[src/rtl/bnn_layer_sched.sv]
// bnn_layer_sched: inference sequencer for a binarised neural network.
// It opens a pixel window of NUM_PIX cycles and then starts each layer engine
// in turn, waiting for each engine's completion pulse before starting the next.
// When the fc engine finishes, it latches the class vector and pulses done.
//
// Ports:
//   clk, rst       clock, asynchronous active-high reset
//   start, abort   begin an inference (accepted only in IDLE); cancel one
//   din_ready      high while the pixel window is open
//   layer_start    one-hot, single-cycle start pulse to the active engine
//   layer_done     completion pulses from the engines
//   classes_in     result vector from the fc engine
//   classes        latched result of the last completed inference
//   conv1_done     high from conv1 completion until the next accepted start
//   busy, done     not-idle flag; single-cycle completion pulse
//   err            sticky watchdog flag (present only with BNN_SCHED_TIMEOUT_EN)
//
// Build option: define BNN_SCHED_TIMEOUT_EN to add the per-layer watchdog.
module bnn_layer_sched #(
  parameter int unsigned NUM_PIX        = 784,
  parameter int unsigned NUM_LAYERS     = 4,
  parameter int unsigned TIMEOUT_CYCLES = 65535
) (
  input  logic                  clk,
  input  logic                  rst,
  input  logic                  start,
  input  logic                  abort,
  output logic                  din_ready,
  output logic [NUM_LAYERS-1:0] layer_start,
  input  logic [NUM_LAYERS-1:0] layer_done,
  input  logic [9:0]            classes_in,
  output logic [9:0]            classes,
  output logic                  conv1_done,
  output logic                  busy,
  output logic                  done
`ifdef BNN_SCHED_TIMEOUT_EN
  ,
  output logic                  err
`endif
);

  localparam int unsigned PIX_W = 11;
  localparam int unsigned IDX_W = (NUM_LAYERS > 1) ? $clog2(NUM_LAYERS) : 1;
  localparam logic [PIX_W-1:0] PIX_LAST = PIX_W'(NUM_PIX - 1);
  localparam logic [IDX_W-1:0] IDX_LAST = IDX_W'(NUM_LAYERS - 1);

`ifdef BNN_SCHED_TIMEOUT_EN
  localparam int unsigned WCNT_W = $clog2(TIMEOUT_CYCLES + 1);
  localparam logic [WCNT_W-1:0] WCNT_LAST = WCNT_W'(TIMEOUT_CYCLES - 1);
  logic [WCNT_W-1:0] wcnt;
`endif

  typedef enum logic [2:0] {IDLE, LOAD, ISSUE, WAIT, FIN} state_t;

  state_t           state;
  logic [PIX_W-1:0] pix_cnt;
  logic [IDX_W-1:0] idx;

  function automatic logic [NUM_LAYERS-1:0] onehot(input logic [IDX_W-1:0] i);
    logic [NUM_LAYERS-1:0] v;
    v    = '0;
    v[i] = 1'b1;
    return v;
  endfunction

  // Sequencer FSM; every output is a register updated here.
  always_ff @(posedge clk or posedge rst) begin
    if (rst) begin
      state       <= IDLE;
      pix_cnt     <= '0;
      idx         <= '0;
      din_ready   <= 1'b0;
      layer_start <= '0;
      classes     <= '0;
      conv1_done  <= 1'b0;
      busy        <= 1'b0;
      done        <= 1'b0;
`ifdef BNN_SCHED_TIMEOUT_EN
      wcnt        <= '0;
      err         <= 1'b0;
`endif
    end else begin
      // Pulse outputs default low each cycle.
      layer_start <= '0;
      done        <= 1'b0;
      if (state != IDLE && abort) begin
        // Cancel: no done pulse, classes untouched, abort beats layer_done.
        state     <= IDLE;
        din_ready <= 1'b0;
        busy      <= 1'b0;
      end else begin
        case (state)
          IDLE: begin
            // A start coinciding with abort is not accepted.
            if (start && !abort) begin
              state      <= LOAD;
              busy       <= 1'b1;
              din_ready  <= 1'b1;
              pix_cnt    <= '0;
              idx        <= '0;
              conv1_done <= 1'b0;
`ifdef BNN_SCHED_TIMEOUT_EN
              err        <= 1'b0;
`endif
            end
          end
          LOAD: begin
            if (pix_cnt == PIX_LAST) begin
              state       <= ISSUE;
              din_ready   <= 1'b0;
              layer_start <= onehot(idx);
            end else begin
              pix_cnt <= pix_cnt + 1'b1;
            end
          end
          ISSUE: begin
            // Any done seen during the start cycle is deliberately ignored.
            state <= WAIT;
`ifdef BNN_SCHED_TIMEOUT_EN
            wcnt  <= '0;
`endif
          end
          WAIT: begin
            if (layer_done[idx]) begin
              if (idx == '0) conv1_done <= 1'b1;
              if (idx == IDX_LAST) begin
                state   <= FIN;
                classes <= classes_in;
                done    <= 1'b1;
              end else begin
                state       <= ISSUE;
                idx         <= idx + 1'b1;
                layer_start <= onehot(idx + 1'b1);
              end
            end
`ifdef BNN_SCHED_TIMEOUT_EN
            else if (wcnt == WCNT_LAST) begin
              state <= IDLE;
              busy  <= 1'b0;
              err   <= 1'b1;
            end else begin
              wcnt <= wcnt + 1'b1;
            end
`endif
          end
          FIN: begin
            state <= IDLE;
            busy  <= 1'b0;
          end
          default: begin
            state     <= IDLE;
            busy      <= 1'b0;
            din_ready <= 1'b0;
          end
        endcase
      end
    end
  end

endmodule

[config.mk]
export PLATFORM = sky130hd
export DESIGN_NAME = bnn_layer_sched
export DESIGN_NICKNAME = d
export VERILOG_FILES = /design/src/rtl/bnn_layer_sched.sv
export SDC_FILE = /design/constraint.sdc
export NUM_CORES = 1
export LEC_CHECK = 0
export ABC_AREA = 1
export CORE_ASPECT_RATIO = 0.75
export CORE_MARGIN = 4
export CORE_UTILIZATION = 52
export DETAILED_ROUTE_END_ITERATION = 12
export PLACE_DENSITY = 0.79
export RECOVER_POWER = 50
export SETUP_SLACK_MARGIN = 0.4
export SYNTH_ARGS = -nofsm -noshare
export SYNTH_HDL_FRONTEND = slang
export SYNTH_SLANG_ARGS = --single-unit
[constraint.sdc]
create_clock -name clk -period 2.3 [get_ports clk]
set_clock_uncertainty 0.15 [all_clocks]
set_input_delay 0.46 -clock clk [delete_from_list [all_inputs] [get_ports clk]]
set_output_delay 0.46 -clock clk [all_outputs]
set_load 0.02 [all_outputs]
==> results.md <==
- Switching share of power: 0.410
- GRT Overall Usage: 0.178
- Share of the synthesized area in the top cell type: 0.435
- Initial antenna violation count: 0
- CP max-delay cell: clkdlybuf4s50_1
- Final setup margin: roughly 0.45 ns
- GPL Wtd Cong: between 0.8 and 0.9
- Pin count of the biggest net entering global routing: 35
- Die Ht: 61.1 µm
- Boundary Pins: 36
- Main synth FF type: dfrtp_1
- Final Hold Fails: 0
- Fill cells: 283
- Mean Syn Cell Area: between 7 and 8 µm²
- Die X: 78.8 µm
- Area Growth Syn to Fin: 23.5%
- Min-Delay Path Class: register to register
- Max incr delay on CP: ~0.6 ns
- Ys Warns: 0
- Dominant cells by area after synthesis: dfrtp_1 (44%), nand2_1 (16%), inv_1 (5.6%)
- GRT overflow: 0
- VDD IR max: between 0.4 and 0.5 mV
- Slew Viols, Final: 0
- Initial Util: 0.567
- CP Cell Sequence: clkdlybuf4s50_1
- Drt first-iter violations: between 100 and 150
- Fmax: 0.540 GHz
- Root buffer cell: clkbuf_8
- Cts hold-fix bufs: 0
- Post-synth top cells: nand2_1 (85), dfrtp_1 (34), inv_1 (29), nor2_1 (22), nand3_1 (20)
- Cell area after synthesis: around 2000 µm²
- Vias in the first global route: roughly 1500
- CTS buffer count: 5
- Net Count, Synth: about 280
- Number of diodes: 0
- Max transition margin: 0.455
- Crit. End Element: output pin
- Global-route wire length before repair: around 6.5 mm
- Synth area leader: dfrtp_1
- Final Net Count: 318
- Critical path arrival: ~1.2 ns
- Final setup vio count: 0
- Antenna Nets Post-Route: 0
- Die area: around 4800 µm²
- Port-buffer cells: 35
- CP startpoint kind: register
- Synthesized instance count: 251
- Post-synth EDFFs: 0
- Leakage: 1.21 nW
- Worst-path clk slew: 0.07 ns
- # DRC: 0
- Share of layout cells above drive strength 1: 0.126
- Minimum clock period: around 1.9 ns
- Comb power frac: 0.397
- RSZ-0062 raised after global routing: no
- Maxcap violations: 0
- DR vias: approximately 1600
- Max Buffers Root-to-Sink: 2
- Yosys reg bits: 34
- Dpl ws: roughly 0.29 ns
- Clock Sinks: 34
- Critical path peak fanout: 2
- First drt pass iteration count: 4
- Clock group share of total power: 0.225
- Sequential area share after synthesis: 0.435
- Cell internal pwr: 0.00120 W
- Netlist cell types: 27
- CTS tree: done
- Seq pwr share: 0.378
- Sum of negative setup slack: 0 ns
- DR WL/cell: ~11 µm
- Clock Latency Late Sink: slightly below 0.3 ns
- Row cnt: 18
- DP HPWL: about 2.9 mm
- Worst EP required: between 1.5 and 2 ns
- Status: finished clean
- Synth async-reset ratio: 1.00
- Worst-Margin Slew: between 0.8 and 0.9 ns
- Core area: roughly 3400 µm²
- Power per Cell Area: ~850 nW/µm²
- Final Cycle Share: 0.806
- Vias per cell: ~4.8
- WS Path Type: register to output pin
- Final wirelength: 3.82 mm
- H-tree Lvls: 2
- CP delay by family, top: buffers and inverters
- Psw: about 0.00084 W
- Buf+Inv Stages, Crit Path: 1
- Total Power: approximately 0.002 W
- Count leader, synth: nand2_1
[sequential cells by signal, indices dropped and copies added (netlist names)]
name / cells
busy: 1
done: 1
classes: 10
idx: 2
pix_cnt: 11
layer_start: 4
din_ready: 1
state: 3
conv1_done: 1
[per-stage QoR]
step | instances | utilization | hold WS (ns) | instance area, µm²
final | 343 | 0.700 | 0.377 | 2410
after global routing | 343 | 0.700 | 0.409 | 2410
after CTS | 343 | 0.714 | 0.383 | 2460
after detailed placement | 335 | 0.686 | 0.369 | 2360
after global placement | 335 | 0.686 | 0.360 | 2360
after floorplan | 251 | - | 0.334 | 1950
[area by class of cell]
| class | instances | area (µm²) | area share |
|---|---|---|---|
| multi-input cells | 180 | 945 | 0.391 |
| flip-flops and latches | 34 | 851 | 0.353 |
| repair buffers | 38 | 335 | 0.139 |
| inverters | 33 | 125 | 0.0518 |
| clock buffers | 6 | 82.6 | 0.0342 |
| well taps | 50 | 62.6 | 0.0259 |
| clock inverters | 2 | 12.5 | 0.00518 |
[path summary, 6_finish.rpt]
| kind | startpoint | to | slack [ns] | cells past startpoint |
|---|---|---|---|---|
| min in group asynchronous | rst | classes[1]$_DFFE_PP0P_ | 0.69 | 3 |
| max in group asynchronous | rst | layer_start[0]$_DFF_PP0_ | 0.79 | 3 |
| worst max register to register | pix_cnt[0]$_DFFE_PP0P_ | pix_cnt[0]$_DFFE_PP0P_ | 0.54 | 8 |
| worst min register to register | pix_cnt[1]$_DFFE_PP0P_ | pix_cnt[1]$_DFFE_PP0P_ | 0.38 | 2 |
| worst min-delay path | pix_cnt[1]$_DFFE_PP0P_ | pix_cnt[1]$_DFFE_PP0P_ | 0.38 | 2 |
| worst max-delay path | conv1_done$_DFFE_PP0P_ | conv1_done | 0.45 | 1 |
[power groups by stage]
stage	clock, W	combinational [W]	sequential (W)
2_1_floorplan	0	0.000549	0.000815
3_3_place_gp	0	0.000802	0.000783
3_5_place_dp	0	0.000809	0.000784
4_1_cts	0.000471	0.000813	0.000773
5_1_grt	0.000504	0.000904	0.000786
6_report	0.000460	0.000810	0.000771
[what timing repair did]
item / 4_1_cts / 5_1_grt
resized for setup: 0 / 10
hold endpoints to repair: 0 / 0
setup buffers: 0 / 0
setup endpoints to repair: 0 / 20
[cell families (layout without fill, tap and decap cells)]
family | count (synthesis) | after routing | share of synthesized area
AO/OA/AOI/OAI | 24 | 24 | 0.0800
XOR/XNOR | 3 | 3 | 0.0134
adder cells (fa/ha/maj) | 8 | 8 | 0.0512
buffers and inverters | 37 | 79 | 0.0839
flip-flops | 34 | 34 | 0.435
AND/OR/NAND/NOR | 145 | 145 | 0.336
[routing by layer]
| metal | share of wire | global-route usage | routed length, µm | vias up |
|---|---|---|---|---|
| met3 | 0.073 | 0.0629 | 277 | 8 |
| met2 | 0.41 | 0.266 | 1550 | 45 |
| met5 | 0 | 0 | 0 | - |
| met1 | 0.51 | 0.242 | 1930 | 735 |
| li1 | - | - | - | 857 |
| met4 | 0.013 | 0.0673 | 51 | 0 |
[layout by cell type (no fill, tap or decap), types with 2 or more instances in the layout]
cell and count:
clkbuf_1 8, o21ai_0 5, nor3_1 2, clkdlybuf4s50_1 25
inv_1 29, nor2_2 2, clkinv_2 2, clkbuf_8 6
xor2_1 2, nand2_4 6, dfrtp_1 34, nand3_1 20
a21oi_1 7, ha_1 8, inv_2 3, o21ai_2 9
nand2_2 2, nor2_1 22, o21ai_1 2, nand2_1 85
(Power assumes the default switching activity.)
